<file path="config.mk">
export PLATFORM = sky130hd
export DESIGN_NAME = fighter_anim_sprite_flat
export DESIGN_NICKNAME = d
export VERILOG_FILES = /design/src/rtl/fighter_anim_sprite_if.sv /design/src/rtl/fighter_anim_sprite.sv /design/src/flat_wrapper.sv
export SDC_FILE = /design/constraint.sdc
export NUM_CORES = 1
export LEC_CHECK = 0
export ABC_CLOCK_PERIOD_IN_PS = 5100
export CORE_UTILIZATION = 50
export DETAILED_ROUTE_END_ITERATION = 6
export GPL_TIMING_DRIVEN = 0
export PLACE_DENSITY = 0.8
export SLEW_MARGIN = 25
export SYNTH_ARGS = -nofsm -noshare
export SYNTH_HDL_FRONTEND = slang
export SYNTH_SLANG_ARGS = --single-unit
</file>
<file path="constraint.sdc">
create_clock -name vga_clk -period 5.1 [get_ports vga_clk]
set_input_delay 0.51 -clock vga_clk [delete_from_list [all_inputs] [get_ports vga_clk]]
set_output_delay 0.51 -clock vga_clk [all_outputs]
set_load 0.05 [all_outputs]
</file>
<file path="src/rtl/fighter_anim_sprite_if.sv">
// fighter_anim_sprite_if: bundles the fighter sprite's control, pixel-coordinate,
// sprite-ROM and colour-output signals. master = surrounding system, slave = sprite block.
interface fighter_anim_sprite_if #(
    parameter int unsigned ADDR_W = 18
);
    logic              frame_start;
    logic [9:0]        DrawX;
    logic [9:0]        DrawY;
    logic [9:0]        SpriteX;
    logic [9:0]        SpriteY;
    logic [3:0]        pose_req;
    logic              facing_left;
    logic              hit_flash;
    logic              blank;
    logic [ADDR_W-1:0] rom_addr;
    logic [11:0]       rom_data;
    logic [3:0]        red;
    logic [3:0]        green;
    logic [3:0]        blue;
    logic              sprite_on;
    logic              busy;
    logic              anim_done;

    modport master (
        output frame_start, DrawX, DrawY, SpriteX, SpriteY, pose_req,
               facing_left, hit_flash, blank, rom_data,
        input  rom_addr, red, green, blue, sprite_on, busy, anim_done
    );

    modport slave (
        input  frame_start, DrawX, DrawY, SpriteX, SpriteY, pose_req,
               facing_left, hit_flash, blank, rom_data,
        output rom_addr, red, green, blue, sprite_on, busy, anim_done
    );
endinterface

</file>
<file path="src/rtl/fighter_anim_sprite.sv">
// fighter_anim_sprite: per-pose frame sequencer (loop / one-shot / hold-last)
// with horizontal mirroring, sprite-ROM addressing and a 2-cycle pixel pipeline.
// Optional feature macro: FIGHTER_HITFLASH_EN (white flashing after a hit).
module fighter_anim_sprite #(
    parameter int unsigned          NUM_POSES       = 9,
    parameter int unsigned          FRAMES_PER_POSE = 4,
    parameter int unsigned          SPRITE_W        = 64,
    parameter int unsigned          SPRITE_H        = 96,
    parameter int unsigned          HOLD_TICKS      = 6,
    parameter logic [NUM_POSES-1:0] ONESHOT_MASK    = 9'b1_1000_0110,
    parameter logic [NUM_POSES-1:0] HOLD_MASK       = 9'b0_1000_0000,
    parameter logic [11:0]          TRANSPARENT_KEY = 12'hF0F
) (
    input logic                  vga_clk,
    input logic                  Reset,
    fighter_anim_sprite_if.slave bus
);

    localparam int unsigned ADDR_W  = $clog2(NUM_POSES * FRAMES_PER_POSE * SPRITE_W * SPRITE_H);
    localparam int unsigned POSE_W  = 4;
    localparam int unsigned COORD_W = 10;
    localparam int unsigned FRAME_W = (FRAMES_PER_POSE > 1) ? $clog2(FRAMES_PER_POSE) : 1;
    localparam int unsigned TICK_W  = (HOLD_TICKS > 1) ? $clog2(HOLD_TICKS) : 1;

    localparam logic [COORD_W-1:0] SPRITE_W_C = COORD_W'(SPRITE_W);
    localparam logic [COORD_W-1:0] SPRITE_H_C = COORD_W'(SPRITE_H);
    localparam logic [COORD_W-1:0] COL_MAX_C  = COORD_W'(SPRITE_W - 1);
    localparam logic [FRAME_W-1:0] FRAME_LAST = FRAME_W'(FRAMES_PER_POSE - 1);
    localparam logic [TICK_W-1:0]  TICK_LAST  = TICK_W'(HOLD_TICKS - 1);

    localparam logic [1:0] ST_LOOP    = 2'd0;
    localparam logic [1:0] ST_ONESHOT = 2'd1;
    localparam logic [1:0] ST_HOLD    = 2'd2;

    // Animation state
    logic [1:0]         state_q, state_d;
    logic [POSE_W-1:0]  pose_q, pose_d;
    logic [FRAME_W-1:0] frame_q, frame_d;
    logic [TICK_W-1:0]  tick_q, tick_d;
    logic               facing_q, facing_d;
    logic               busy_q, busy_d;
    logic               anim_done_q, anim_done_d;

    // Pixel pipeline
    logic [ADDR_W-1:0]  rom_addr_q, rom_addr_d;
    logic               in_box_q, in_box_d;
    logic               blank_q, blank_d;
    logic               sprite_on_q, sprite_on_d;
    logic [11:0]        rgb_q, rgb_d;

    logic [POSE_W-1:0]  req_pose;
    logic               pose_change;
    logic               tick_last;
    logic               frame_last;
    logic [TICK_W-1:0]  tick_step;
    logic [FRAME_W-1:0] frame_step;

    logic [COORD_W-1:0] dx;
    logic [COORD_W-1:0] dy;
    logic [COORD_W-1:0] col;
    logic               in_box;
    logic [ADDR_W-1:0]  pix_addr;
    logic               opaque;
    logic               flash_white;

    // Clamp out-of-range requests to the standing pose and precompute the tick/frame step
    always_comb begin
        req_pose    = (32'(bus.pose_req) >= NUM_POSES) ? '0 : bus.pose_req;
        pose_change = (req_pose != pose_q);
        tick_last   = (tick_q == TICK_LAST);
        frame_last  = (frame_q == FRAME_LAST);
        tick_step   = tick_last ? '0 : tick_q + 1'b1;
        frame_step  = frame_q;
        if (tick_last) begin
            frame_step = frame_last ? '0 : frame_q + 1'b1;
        end
    end

    // Animation next-state: only moves on frame_start; a pose change beats a frame advance
    always_comb begin
        state_d     = state_q;
        pose_d      = pose_q;
        frame_d     = frame_q;
        tick_d      = tick_q;
        facing_d    = facing_q;
        anim_done_d = 1'b0;
        if (bus.frame_start) begin
            facing_d = bus.facing_left;
            case (state_q)
                ST_ONESHOT: begin
                    tick_d  = tick_step;
                    frame_d = frame_step;
                    if (tick_last && frame_last) begin
                        anim_done_d = 1'b1;
                        tick_d      = '0;
                        if (HOLD_MASK[pose_q]) begin
                            state_d = ST_HOLD;
                            frame_d = frame_q;
                        end else begin
                            state_d = ST_LOOP;
                            pose_d  = '0;
                            frame_d = '0;
                        end
                    end
                end
                default: begin
                    if (pose_change) begin
                        pose_d  = req_pose;
                        frame_d = '0;
                        tick_d  = '0;
                        state_d = ONESHOT_MASK[req_pose] ? ST_ONESHOT : ST_LOOP;
                    end else if (state_q != ST_HOLD) begin
                        state_d = ST_LOOP;
                        tick_d  = tick_step;
                        frame_d = frame_step;
                    end
                end
            endcase
        end
        busy_d = (state_d == ST_ONESHOT);
    end

    // Animation registers
    always_ff @(posedge vga_clk) begin
        if (Reset) begin
            state_q     <= ST_LOOP;
            pose_q      <= '0;
            frame_q     <= '0;
            tick_q      <= '0;
            facing_q    <= 1'b0;
            busy_q      <= 1'b0;
            anim_done_q <= 1'b0;
        end else begin
            state_q     <= state_d;
            pose_q      <= pose_d;
            frame_q     <= frame_d;
            tick_q      <= tick_d;
            facing_q    <= facing_d;
            busy_q      <= busy_d;
            anim_done_q <= anim_done_d;
        end
    end

    // Stage 0: sprite-relative coordinate, box test (no wrap past the left/top edge) and mirroring
    always_comb begin
        dx     = bus.DrawX - bus.SpriteX;
        dy     = bus.DrawY - bus.SpriteY;
        in_box = (bus.DrawX >= bus.SpriteX) && (dx < SPRITE_W_C) &&
                 (bus.DrawY >= bus.SpriteY) && (dy < SPRITE_H_C);
        col    = facing_q ? (COL_MAX_C - dx) : dx;
        pix_addr = (ADDR_W'(pose_q) * ADDR_W'(FRAMES_PER_POSE) + ADDR_W'(frame_q)) *
                   ADDR_W'(SPRITE_W * SPRITE_H) +
                   ADDR_W'(dy) * ADDR_W'(SPRITE_W) + ADDR_W'(col);
        rom_addr_d = in_box ? pix_addr : rom_addr_q;
        in_box_d   = in_box;
        blank_d    = bus.blank;
    end

    // Stage 1 registers: ROM address plus the qualifiers that travel with it
    always_ff @(posedge vga_clk) begin
        if (Reset) begin
            rom_addr_q <= '0;
            in_box_q   <= 1'b0;
            blank_q    <= 1'b0;
        end else begin
            rom_addr_q <= rom_addr_d;
            in_box_q   <= in_box_d;
            blank_q    <= blank_d;
        end
    end

`ifdef FIGHTER_HITFLASH_EN
    logic [3:0] flash_cnt_q, flash_cnt_d;
    logic       flash_par_q, flash_par_d;

    // Flash counter reloads on a hit and counts frames down; parity tracks odd frame_starts
    always_comb begin
        flash_cnt_d = flash_cnt_q;
        flash_par_d = flash_par_q;
        if (bus.hit_flash) begin
            flash_cnt_d = 4'd8;
        end else if (bus.frame_start && (flash_cnt_q != 4'd0)) begin
            flash_cnt_d = flash_cnt_q - 4'd1;
        end
        if (bus.frame_start) begin
            flash_par_d = ~flash_par_q;
        end
    end

    // Flash registers
    always_ff @(posedge vga_clk) begin
        if (Reset) begin
            flash_cnt_q <= 4'd0;
            flash_par_q <= 1'b0;
        end else begin
            flash_cnt_q <= flash_cnt_d;
            flash_par_q <= flash_par_d;
        end
    end

    assign flash_white = (flash_cnt_q != 4'd0) && flash_par_q;
`else
    logic unused_hit_flash;
    assign unused_hit_flash = bus.hit_flash;
    assign flash_white      = 1'b0;
`endif

    // Stage 2 colour: transparent key and blanking suppress the pixel
    always_comb begin
        opaque      = in_box_q && blank_q && (bus.rom_data != TRANSPARENT_KEY);
        sprite_on_d = opaque;
        rgb_d       = 12'h000;
        if (opaque) begin
            rgb_d = flash_white ? 12'hFFF : bus.rom_data;
        end
    end

    // Stage 2 registers
    always_ff @(posedge vga_clk) begin
        if (Reset) begin
            sprite_on_q <= 1'b0;
            rgb_q       <= 12'h000;
        end else begin
            sprite_on_q <= sprite_on_d;
            rgb_q       <= rgb_d;
        end
    end

    assign bus.rom_addr  = rom_addr_q;
    assign bus.red       = rgb_q[11:8];
    assign bus.green     = rgb_q[7:4];
    assign bus.blue      = rgb_q[3:0];
    assign bus.sprite_on = sprite_on_q;
    assign bus.busy      = busy_q;
    assign bus.anim_done = anim_done_q;

endmodule

</file>
<file path="src/flat_wrapper.sv">
// flat-port wrapper written by rule: the top's interface ports become plain ports
module fighter_anim_sprite_flat 
#(
    parameter int unsigned          NUM_POSES       = 9,
    parameter int unsigned          FRAMES_PER_POSE = 4,
    parameter int unsigned          SPRITE_W        = 64,
    parameter int unsigned          SPRITE_H        = 96,
    parameter int unsigned          HOLD_TICKS      = 6,
    parameter logic [NUM_POSES-1:0] ONESHOT_MASK    = 9'b1_1000_0110,
    parameter logic [NUM_POSES-1:0] HOLD_MASK       = 9'b0_1000_0000,
    parameter logic [11:0]          TRANSPARENT_KEY = 12'hF0F
)
  (vga_clk, Reset, bus_frame_start, bus_DrawX, bus_DrawY, bus_SpriteX, bus_SpriteY, bus_pose_req, bus_facing_left, bus_hit_flash, bus_blank, bus_rom_data, bus_rom_addr, bus_red, bus_green, bus_blue, bus_sprite_on, bus_busy, bus_anim_done);
  fighter_anim_sprite_if #(.ADDR_W(($clog2((9) * (4) * (64) * (96))))) bus_i ();
  input logic vga_clk;
  input logic Reset;
  input wire logic [$bits(bus_i.frame_start)-1:0] bus_frame_start;
  input wire logic [$bits(bus_i.DrawX)-1:0] bus_DrawX;
  input wire logic [$bits(bus_i.DrawY)-1:0] bus_DrawY;
  input wire logic [$bits(bus_i.SpriteX)-1:0] bus_SpriteX;
  input wire logic [$bits(bus_i.SpriteY)-1:0] bus_SpriteY;
  input wire logic [$bits(bus_i.pose_req)-1:0] bus_pose_req;
  input wire logic [$bits(bus_i.facing_left)-1:0] bus_facing_left;
  input wire logic [$bits(bus_i.hit_flash)-1:0] bus_hit_flash;
  input wire logic [$bits(bus_i.blank)-1:0] bus_blank;
  input wire logic [$bits(bus_i.rom_data)-1:0] bus_rom_data;
  output wire logic [$bits(bus_i.rom_addr)-1:0] bus_rom_addr;
  output wire logic [$bits(bus_i.red)-1:0] bus_red;
  output wire logic [$bits(bus_i.green)-1:0] bus_green;
  output wire logic [$bits(bus_i.blue)-1:0] bus_blue;
  output wire logic [$bits(bus_i.sprite_on)-1:0] bus_sprite_on;
  output wire logic [$bits(bus_i.busy)-1:0] bus_busy;
  output wire logic [$bits(bus_i.anim_done)-1:0] bus_anim_done;
  assign bus_i.frame_start = bus_frame_start;
  assign bus_i.DrawX = bus_DrawX;
  assign bus_i.DrawY = bus_DrawY;
  assign bus_i.SpriteX = bus_SpriteX;
  assign bus_i.SpriteY = bus_SpriteY;
  assign bus_i.pose_req = bus_pose_req;
  assign bus_i.facing_left = bus_facing_left;
  assign bus_i.hit_flash = bus_hit_flash;
  assign bus_i.blank = bus_blank;
  assign bus_i.rom_data = bus_rom_data;
  assign bus_rom_addr = bus_i.rom_addr;
  assign bus_red = bus_i.red;
  assign bus_green = bus_i.green;
  assign bus_blue = bus_i.blue;
  assign bus_sprite_on = bus_i.sprite_on;
  assign bus_busy = bus_i.busy;
  assign bus_anim_done = bus_i.anim_done;
  fighter_anim_sprite #(.NUM_POSES(NUM_POSES), .FRAMES_PER_POSE(FRAMES_PER_POSE), .SPRITE_W(SPRITE_W), .SPRITE_H(SPRITE_H), .HOLD_TICKS(HOLD_TICKS), .ONESHOT_MASK(ONESHOT_MASK), .HOLD_MASK(HOLD_MASK), .TRANSPARENT_KEY(TRANSPARENT_KEY)) u_core (.vga_clk(vga_clk), .Reset(Reset), .bus(bus_i));
endmodule
</file>
==> out/metrics.yaml, run 1 <==
final_layout:
  finalNetCount: 647
  num-fill-cells: 614
  drive_gt1_share_pct: 4.40
  syn2layout_area_growth_pct: 31.8
  diodes: 0
sta:
  rsz0062_at_grt: "no"
  hold_slack_ps: 467
  tightest_slew_ps: 561
  setup_viol: 0
  min_period_ps: 4350
  drv_slew: 0
  fin_skew_ps: 11.2
  post-route-period-util_pct: 85.3
  max_freq_ghz: 0.230
  finalHoldViolations: 0
  setup_tns_ps: 0
  relSlewSlack_pct: 61.6
cts:
  numCtsBuffers: 5
  clk_latency_ps: 300
  h-tree-depth: 2
  postCtsResizedCells: 0
  cts_tree: "built"
  cts_root_buf: "clkbuf_8"
  cts_buffer_depth: 2
  post-cts-setup-buffers: 0
  clk_pin_slew_ps: 90
  cts.sink_count: 48
  cts_hold_buf: 0
grt:
  grt_use_total_pct: 22.5
  grt_pass1_wl_um: 14200
  overflow: 0
  grt_max_degree: 17
  grt_antenna_before_repair: 0
  grt_pass1_vias: 3307
worst_setup_path:
  worstSetupStartpointType: "input pin"
  r2r_start: "u_core.facing_q"
  cp-end-kind: "register"
  r2r_end: "u_core.bus.rom_addr[15]"
  reg2reg_depth: 11
  max_stage_delay_ps: 460
  rrSetupSlack_ps: 2110
  worstPathRequired_ps: 5340
  worstPathArrival_ps: 4590
  cp_slowest_cell: "clkdlybuf4s50_1"
  crit_type: "input pin to register"
  crit_chain: "clkdlybuf4s50_1 -> ha_1 -> inv_1 -> fa_1 -> a21oi_1 -> o22ai_1 -> nor2_1 -> xnor2_1 -> inv_1 -> ha_1 -> nand2b_1 -> xnor2_1 -> ha_1 -> o21a_1 -> a21oi_1 -> o41ai_1 -> a21oi_1 -> mux2i_1 -> a31o_2 -> mux2i_1"
  cp_max_fo: 4
synth:
  yosysWarnings: 0
  netlist_instances: 446
  seq_area_frac_synth_pct: 25.9
  syn-num-nets: 548
  synth_ff_type: "dfxtp_1"
  syn_area_per_cell_um2: 8.33
  ys_ff_latch: 48
  post_synth_num_cell_types: 67
  async_flop_share_pct: 0
  syn-cell-area_um2: 3720
  synth_enable_flop_cells: 0
floorplanning:
  fp.coreArea_um2: 7210
  die_w_um: 88.2
  start_util_pct: 51.5
  die_h_um: 88.2
  rows: 31
  dieArea_um2: 7780
  io-pin-count: 95
min_path:
  whs_path_depth: 2
  min_to: "u_core.bus.rom_addr[16]"
  hold_start: "u_core.bus.rom_addr[16]"
  hp-class: "register to register"
route:
  vias_per_cell: 5.37
  drtIter0Drc: 150
  via_count: 3464
  ant_nets: 0
  finalWirelength_um: 8650
  route.detailed.drc: 0
  drt_pass1_iterations: 4
  wl_per_cell_um: 13.4
placement:
  hpwl_um: 6920
  portBuffers: 92
  place_congestion: 0.880
power:
  ir_drop_v: 0.000105
  pwr_density_cell_nw_per_um2: 232
  p_leak_uw: 0.00217
run:
  maxCapViolCount: 0
outcome:
  status: "completed"
-- kinds of logic after synthesis --
group | after synthesis | share of synthesized area (%)
XOR/XNOR | 30 | 7.07
adder cells (fa/ha/maj) | 40 | 14.3
flip-flops | 48 | 25.9
buffers and inverters | 49 | 5.59
multiplexers | 24 | 6.63
AO/OA/AOI/OAI | 92 | 17.3
AND/OR/NAND/NOR | 163 | 23.2
-- flip-flops by register name, indices dropped and copies added, names as in the netlist, 2 cells and up, named ones only --
register and count:
u_core.bus.rom_addr 18, u_core.frame_q 2, u_core.pose_q 4, u_core.rgb_q 12, u_core.state_q 2, u_core.tick_q 3
-- worst max-delay path by stage --
stage | from | end | slack, ps | depth (start not counted)
3_3_place_gp | bus_SpriteX[4] | u_core.bus.rom_addr[15] | 520 | 18
3_5_place_dp | bus_SpriteX[0] | u_core.bus.rom_addr[15] | 470 | 20
6_report | bus_SpriteX[0] | u_core.bus.rom_addr[15] | 750 | 20
2_1_floorplan | bus_SpriteX[4] | u_core.bus.rom_addr[15] | 1250 | 17
5_1_grt | bus_SpriteX[0] | u_core.bus.rom_addr[15] | 540 | 20
4_1_cts | bus_SpriteX[0] | u_core.bus.rom_addr[15] | 750 | 20
-- through the flow --
| stage | setup slack (ps) | util (%) | power, uW | area, um2 | cells |
|---|---|---|---|---|---|
| global route | 536 | 67.9 | 1200 | 4900 | 645 |
| detailed placement | 468 | 66.0 | 813 | 4760 | 637 |
| global placement | 521 | 66.0 | 799 | 4760 | 637 |
| finish | 750 | 67.9 | 1140 | 4900 | 645 |
| floorplan | 1250 | - | 698 | 3720 | 446 |
| CTS | 747 | 67.9 | 1140 | 4900 | 645 |
-- synthesized netlist by cell type, drive strengths merged (5+ instances only) --
cell,n,area (um2)
a21oi,26,130
ha,36,450
inv,39,146
and2,15,93.8
or3,6,42.5
nand2,44,165
xnor2,22,193
nor3,13,65.1
xor2,8,70.1
clkbuf,7,26.3
mux2i,22,220
o21a,5,37.5
nand4,5,31.3
nand2b,5,31.3
a21o,6,46.3
nor2b,16,100
o21ai,13,68.8
a31oi,5,31.3
nand3,6,30.0
nor2,34,128
dfxtp,48,961
-- critical path, delay by kind of cell --
family,cells,cell delay [ps]
buffers and inverters,3,600
muxes,2,270
AOI/OAI and AO/OA,7,1450
and+or+nand+nor,2,290
xor gates and xnor gates,2,330
adders and majority gates,4,1140
-- metal layers --
metal	up-vias	part of all wire, %	GRT usage, %
met5	-	0	0
met4	0	1.9	5.72
li1	1780	-	-
met1	1563	44	27.6
met3	16	4.4	2.80
met2	105	50	41.6
-- layout make-up --
class	count	area (um2)	area share (%)
repair buffers	92	921	18.8
well taps	99	124	2.53
flip-flops and latches	48	961	19.6
clock buffers	5	68.8	1.40
inverters	39	146	2.99
clock inverters	3	68.8	1.40
multi-input cells	349	2550	52.0
plain buffers	10	61.3	1.25
-- placed cells by master, fill, tap and decap left out, types with 3 or more instances in the layout --
master,synthesis,layout
nor2b_1,16,16
nand2b_1,5,5
xor2_1,8,8
o21a_1,5,5
nand4b_1,3,3
ha_1,36,36
o32ai_1,3,3
clkbuf_1,7,7
a31oi_1,5,5
nor4_1,3,3
inv_1,38,38
a211o_1,4,4
dfxtp_1,48,48
a211oi_1,4,4
nand2_1,44,44
a21o_1,5,5
and2_1,15,15
or3_1,5,5
mux2i_1,22,22
nand3_1,6,6
a21boi_0,3,3
xnor2_1,22,22
fa_1,4,4
clkbuf_8,0,5
clkdlybuf4s50_1,0,92
o21ai_0,11,11
a21oi_1,26,26
nor3_1,13,13
nor2_1,34,34
nand4_1,5,5
-- where the power goes --
| group | total, uW | switching [uW] | internal (uW) |
|---|---|---|---|
| clock network | 328 | 131 | 197 |
| logic | 424 | 219 | 206 |
| registers | 385 | 5.22 | 379 |
(Power assumes the default switching activity.)
==> inputs of run 2 (changes only) <==
--- a/config.mk
+++ b/config.mk
@@ -8,8 +8,7 @@
 export ABC_CLOCK_PERIOD_IN_PS = 5100
 export CORE_UTILIZATION = 50
 export DETAILED_ROUTE_END_ITERATION = 6
-export GPL_TIMING_DRIVEN = 0
-export PLACE_DENSITY = 0.8
+export PLACE_DENSITY = 0.81
 export SLEW_MARGIN = 25
 export SYNTH_ARGS = -nofsm -noshare
 export SYNTH_HDL_FRONTEND = slang
==> out/metrics.yaml, run 2 (synthesized netlist as in run 1, its figures left out) <==
worst_setup_path:
  worstPathArrival_ps: 4510  # was 4590 ps
  rrSetupSlack_ps: 2360  # was 2110 ps
  max_stage_delay_ps: 450  # was 460 ps
  critical_path.top_delay_family: "compound AO/OA/AOI/OAI gates"  # unchanged
  r2r_end: "u_core.bus.rom_addr[15]"  # unchanged
  crit_chain: "clkdlybuf4s50_1 -> inv_1 -> ha_1 -> nand3_1 -> o2111a_1 -> or3_4 -> xor2_1 -> ha_1 -> nand2_1 -> o21ai_0 -> ha_1 -> a211o_1 -> a21oi_1 -> o41ai_1 -> a21oi_1 -> mux2i_1 -> a31o_2 -> mux2i_1"  # was clkdlybuf4s50_1 -> ha_1 -> inv_1 -> fa_1 -> a21oi_1 -> o22ai_1 -> nor2_1 -> xnor2_1 -> inv_1 -> ha_1 -> nand2b_1 -> xnor2_1 -> ha_1 -> o21a_1 -> a21oi_1 -> o41ai_1 -> a21oi_1 -> mux2i_1 -> a31o_2 -> mux2i_1
  cp_max_fo: 6  # was 4
  worstPathRequired_ps: 5290  # was 5340 ps
  critPathBufInv: 2  # was 3
  crit_path_frequent_cell: "ha_1"
  cp_slowest_cell: "clkdlybuf4s50_1"  # unchanged
  cp-end-kind: "register"  # unchanged
  worstSetupStartpointType: "input pin"  # unchanged
  crit_type: "input pin to register"  # unchanged
  r2r_start: "u_core.facing_q"  # unchanged
  reg2reg_depth: 10  # was 11
route:
  ant_nets: 0  # unchanged
  via_count: 3415  # was 3464
  finalWirelength_um: 7960  # was 8650 um
  wl_per_cell_um: 12.5  # was 13.4 um
  drt_pass1_iterations: 4  # unchanged
  drtIter0Drc: 115  # was 150
  vias_per_cell: 5.35  # was 5.37
  route.detailed.drc: 0  # unchanged
final_layout:
  final_common_cell: "clkdlybuf4s50_1"  # unchanged
  largest_reg_flops: 18  # unchanged
  multi_input_area_um2: 2550  # unchanged
  num-fill-cells: 625  # was 614
  diodes: 0  # unchanged
  syn2layout_area_growth_pct: 30.3  # was 31.8%
  regArea_um2: 961  # unchanged
  layout_common_cells: "93 x clkdlybuf4s50_1, 48 x dfxtp_1, 44 x nand2_1, 38 x inv_1, 36 x ha_1"  # was 92 x clkdlybuf4s50_1, 48 x dfxtp_1, 44 x nand2_1, 38 x inv_1, 36 x ha_1
  fin_util_pct: 67.1  # was 67.9%
  drive_gt1_share_pct: 4.45  # was 4.40%
  finalNetCount: 640  # was 647
sta:
  relSlewSlack_pct: 61.0  # was 61.6%
  rsz0062_at_grt: "no"  # unchanged
  fin_skew_ps: 10.6  # was 11.2 ps
  finalHoldViolations: 0  # unchanged
  min_period_ps: 4320  # was 4350 ps
  tightest_slew_ps: 570  # was 561 ps
  hold_slack_ps: 460  # was 467 ps
  drv_slew: 0  # unchanged
  max_freq_ghz: 0.231  # was 0.230 GHz
  setup_tns_ps: 0  # unchanged
  post-route-period-util_pct: 84.8  # was 85.3%
  setup_viol: 0  # unchanged
cts:
  cts_root_buf: "clkbuf_8"  # unchanged
  numCtsBuffers: 5  # unchanged
  post-cts-setup-buffers: 0  # unchanged
  clk_pin_slew_ps: 100  # was 90 ps
  h-tree-depth: 2  # unchanged
  cts.sink_count: 48  # unchanged
  postCtsResizedCells: 0  # unchanged
  cts_hold_buf: 0  # unchanged
  cts_tree: "built"  # unchanged
  clk_latency_ps: 300  # about the same
  cts_buffer_depth: 2  # unchanged
grt:
  grt_max_degree: 38  # was 17
  overflow: 0  # unchanged
  grt_antenna_before_repair: 0  # unchanged
  grt_pass1_wl_um: 13300  # was 14200 um
  grt_pass1_vias: 3146  # was 3307
  grt_use_total_pct: 21.2  # was 22.5%
min_path:
  min_to: "u_core.bus.rom_addr[9]"  # was u_core.bus.rom_addr[16]
  hp-class: "register to register"  # unchanged
  whs_path_depth: 2  # unchanged
  hold_start: "u_core.bus.rom_addr[9]"  # was u_core.bus.rom_addr[16]
placement:
  place_congestion: 0.864  # was 0.880
  portBuffers: 93  # was 92
  hpwl_um: 6520  # was 6920 um
floorplanning:
  dieArea_um2: 7780  # unchanged
  io-pin-count: 95  # unchanged
  die_h_um: 88.2  # unchanged
  rows: 31  # unchanged
  fp.coreArea_um2: 7210  # unchanged
  die_w_um: 88.2  # unchanged
  start_util_pct: 51.5  # unchanged
power:
  ir_drop_v: 0.000174  # was 0.000105 V
  p_leak_uw: 0.00214  # was 0.00217 uW
  pwr_density_cell_nw_per_um2: 224  # was 232 nW/um2
run:
  maxCapViolCount: 0  # unchanged
outcome:
  status: "completed"  # unchanged
==> run 2: cell type report <==
class,count,area share [%]
Sequential cell,48,19.9
Clock inverter,3,0.982
Tap cell,99,2.56
Clock buffer,5,1.42
Timing Repair Buffer,95,19.5
Inverter,39,3.02
Multi-Input combinational cell,349,52.6
==> run 2: routing by layer <==
metal	vias up	part of all wire (%)	global-route usage [%]
li1	1761	-	-
met1	1549	46	25.9
met2	95	48	39.0
met3	10	4.8	2.99
met4	0	1.2	4.99
met5	-	0	0
==> run 2: worst max-delay path by stage <==
| stage | from | to | cells past startpoint |
|---|---|---|---|
| 5_1_grt | bus_SpriteX[0] | u_core.bus.rom_addr[15] | 20 |
| 4_1_cts | bus_SpriteX[4] | u_core.bus.rom_addr[15] | 18 |
| 6_report | bus_SpriteX[4] | u_core.bus.rom_addr[15] | 18 |
| 3_3_place_gp | bus_SpriteX[4] | u_core.bus.rom_addr[15] | 18 |
| 2_1_floorplan | bus_SpriteX[4] | u_core.bus.rom_addr[15] | 17 |
| 3_5_place_dp | bus_SpriteX[4] | u_core.bus.rom_addr[15] | 18 |
==> run 2: worst min-delay path, cell delays in order, from the launching register on <==
cell     delay, ps
dfxtp_1        320
nand2_1         50
mux2i_1         50
==> run 2: metrics by stage <==
stage | area [um2] | worst slack (ps) | std cells | total power (uW)
global route | 4840 | 505 | 638 | 1150
floorplan | 3720 | 1250 | 446 | 698
global placement | 4720 | 530 | 630 | 799
CTS | 4840 | 764 | 638 | 1080
detailed placement | 4720 | 458 | 630 | 810
finish | 4840 | 776 | 638 | 1080
==> run 2: report_power, final <==
part / leakage, uW / internal (uW) / switching, uW
Combinational: 0.00170 / 205 / 211
Sequential: 0.000388 / 379 / 6.59
Clock: 0.0000583 / 148 / 132
==> inputs of run 3 (changes only) <==
--- a/config.mk
+++ b/config.mk
@@ -5,7 +5,7 @@
 export SDC_FILE = /design/constraint.sdc
 export NUM_CORES = 1
 export LEC_CHECK = 0
-export ABC_CLOCK_PERIOD_IN_PS = 5100
+export ABC_CLOCK_PERIOD_IN_PS = 4100
 export CORE_UTILIZATION = 50
 export DETAILED_ROUTE_END_ITERATION = 6
 export PLACE_DENSITY = 0.81
==> constraint.sdc (replaced) <==
create_clock -name vga_clk -period 4.1 [get_ports vga_clk]
set_input_delay 0.41 -clock vga_clk [delete_from_list [all_inputs] [get_ports vga_clk]]
set_output_delay 0.41 -clock vga_clk [all_outputs]
set_load 0.05 [all_outputs]
==> out/metrics.yaml, run 3 (synthesized netlist as in run 1, its figures left out) <==
final_layout:
  num-fill-cells: 570  # was 625
  finalNetCount: 667  # was 640
  layout_common_cells: "93 x clkdlybuf4s50_1, 48 x dfxtp_1, 44 x nand2_1, 38 x inv_1, 36 x ha_1"  # unchanged
  drive_gt1_share_pct: 10.6  # was 4.45%
  diodes: 0  # unchanged
  fin_util_pct: 70.9  # was 67.1%
  syn2layout_area_growth_pct: 37.6  # was 30.3%
  final_common_cell: "clkdlybuf4s50_1"  # unchanged
  largest_reg_flops: 18  # unchanged
worst_setup_path:
  cp-end-kind: "register"  # unchanged
  crit_chain: "clkdlybuf4s50_1 -> inv_1 -> ha_1 -> nand3_1 -> o2111a_1 -> or3_4 -> xor2_2 -> ha_1 -> nand2_1 -> o21ai_2 -> ha_1 -> a211o_1 -> a21oi_2 -> o41ai_2 -> a21oi_2 -> mux2i_1 -> a31o_2 -> mux2i_1"  # was clkdlybuf4s50_1 -> inv_1 -> ha_1 -> nand3_1 -> o2111a_1 -> or3_4 -> xor2_1 -> ha_1 -> nand2_1 -> o21ai_0 -> ha_1 -> a211o_1 -> a21oi_1 -> o41ai_1 -> a21oi_1 -> mux2i_1 -> a31o_2 -> mux2i_1
  cp_max_fo: 3  # was 6
  worstPathArrival_ps: 4090  # was 4510 ps
  crit_type: "input pin to register"  # unchanged
  cp_slowest_cell: "clkdlybuf4s50_1"  # unchanged
  crit_path_frequent_cell: "ha_1"  # unchanged
  worstPathRequired_ps: 4300  # was 5290 ps
  reg2reg_depth: 10  # unchanged
  max_stage_delay_ps: 450  # about the same
  worstSetupStartpointType: "input pin"  # unchanged
cts:
  clk_latency_ps: 300  # about the same
  numCtsBuffers: 5  # unchanged
  cts_tree: "built"  # unchanged
  h-tree-depth: 2  # unchanged
  cts_buffer_depth: 2  # unchanged
  clk_pin_slew_ps: 90  # was 100 ps
  cts_root_buf: "clkbuf_8"  # unchanged
  cts_hold_buf: 0  # unchanged
  cts.sink_count: 48  # unchanged
power:
  p_switching_uw: 465  # was 350 uW
  intPower_uw: 1030  # was 732 uW
  seqPwrFrac_pct: 32.1  # was 35.7%
  combPwrFrac_pct: 40.5  # was 38.5%
  total_power_uw: 1500  # was 1080 uW
  ir_drop_v: 0.000143  # was 0.000174 V
  pwr_density_cell_nw_per_um2: 293  # was 224 nW/um2
  netSwitchingFraction_pct: 31.0  # was 32.3%
  pwr-share-clk_pct: 27.4  # was 25.8%
  p_leak_uw: 0.00230  # was 0.00214 uW
min_path:
  whs_path_depth: 2  # unchanged
  hp-class: "register to register"  # unchanged
sta:
  rsz0062_at_grt: "yes"  # was no
  setup_viol: 0  # unchanged
  max_freq_ghz: 0.257
  post-route-period-util_pct: 94.8
  finalHoldViolations: 0  # unchanged
  min_period_ps: 3890
  drv_slew: 0  # unchanged
  relSlewSlack_pct: 62.0  # was 61.0%
  fin_skew_ps: 9.44  # was 10.6 ps
  tightest_slew_ps: 569  # was 570 ps
grt:
  overflow: 0  # unchanged
  grt_pass1_vias: 3216  # was 3146
  grt_antenna_before_repair: 0  # unchanged
  grt_use_total_pct: 22.5  # was 21.2%
  met3_usage_pct: 2.24  # was 2.99%
  grt_pass1_wl_um: 14100  # was 13300 um
  grt_max_degree: 38  # unchanged
  grt_busiest_layer: "met2"  # unchanged
  use_met2_pct: 40.1  # was 39.0%
  grtUsageMet1_pct: 28.6  # was 25.9%
placement:
  hpwl_um: 6770  # was 6520 um
  place_congestion: 0.830  # was 0.864
  portBuffers: 93  # unchanged
floorplanning:
  die_w_um: 88.2  # unchanged
  fp.coreArea_um2: 7210  # unchanged
  rows: 31  # unchanged
  start_util_pct: 51.5  # unchanged
  io-pin-count: 95  # unchanged
  dieArea_um2: 7780  # unchanged
  die_h_um: 88.2  # unchanged
run:
  maxCapViolCount: 0  # unchanged
route:
  wl_per_cell_um: 12.8  # was 12.5 um
  ant_nets: 0  # unchanged
  drtIter0Drc: 121  # was 115
  route.detailed.drc: 0  # unchanged
  finalWirelength_um: 8520  # was 7960 um
  vias_per_cell: 5.34  # was 5.35
  drt_pass1_iterations: 4  # unchanged
  via_count: 3552  # was 3415
outcome:
  status: "completed"  # unchanged
[run 3: changes by cell type in the layout (fill, tap and decap cells not counted), moves of 2 or more]
cell,delta
o21ai_0,-3
clkinv_4,-2
a21oi_2,+3
a21oi_1,-3
buf_4,+27
o21ai_2,+2
[run 3: repair_timing]
item	4_1_cts	5_1_grt
setup endpoints to repair	0	6
setup buffers	0	0
gates resized for setup	0	13
[run 3: power groups by stage]
stage / registers, uW / clock network [uW] / logic (uW)
5_1_grt: 482 / 434 / 678
4_1_cts: 480 / 416 / 586
6_report: 480 / 411 / 608
3_5_place_dp: 491 / 0 / 582
3_3_place_gp: 491 / 0 / 564
2_1_floorplan: 491 / 0 / 377
[run 3: path summary, 6_finish.rpt]
kind / startpoint / end / slack [ps]
worst min register to register: u_core.bus.rom_addr[17] / u_core.bus.rom_addr[17] / 470
worst max-delay path: bus_SpriteX[4] / u_core.bus.rom_addr[15] / 210
worst min-delay path: u_core.bus.rom_addr[17] / u_core.bus.rom_addr[17] / 470
worst max register to register: u_core.frame_q[1] / u_core.bus.rom_addr[17] / 1430
[run 3: cell type report]
cell class	instances	area (um2)	area share, %
sequential	48	961	18.8
clock inverter	3	68.8	1.35
inverter	39	146	2.86
tap	99	124	2.42
timing repair buffer	122	1150	22.5
clock buffer	5	68.8	1.35
multi-input combinational	349	2590	50.8
[run 3: worst max-delay path: cells and delay by family]
kind,cells,cell delay (ps)
buffers and inverters,2,490
XOR/XNOR,1,160
multiplexers,2,260
AO/OA/AOI/OAI,7,1270
adder cells (fa/ha/maj),3,900
AND/OR/NAND/NOR,3,590
[run 3: routing by layer]
metal  up-vias  routed length [um]
met5         -                   0
met1      1613                3760
met4         0                 140
li1       1822                   -
met2       106                4190
met3        11                 416
[run 3: metrics by stage]
stage          cell area, um2  std cells  setup WS, ps  hold WS, ps  setup TNS [ps]
6_report                 5110        665           211          465               0
5_1_grt                  5110        665         -26.7          491           -81.2
2_1_floorplan            3720        446           348          455               0
3_5_place_dp             4930        657          -296          457           -1290
3_3_place_gp             4930        657          -220          446            -798
4_1_cts                  5060        665          24.1          470               0
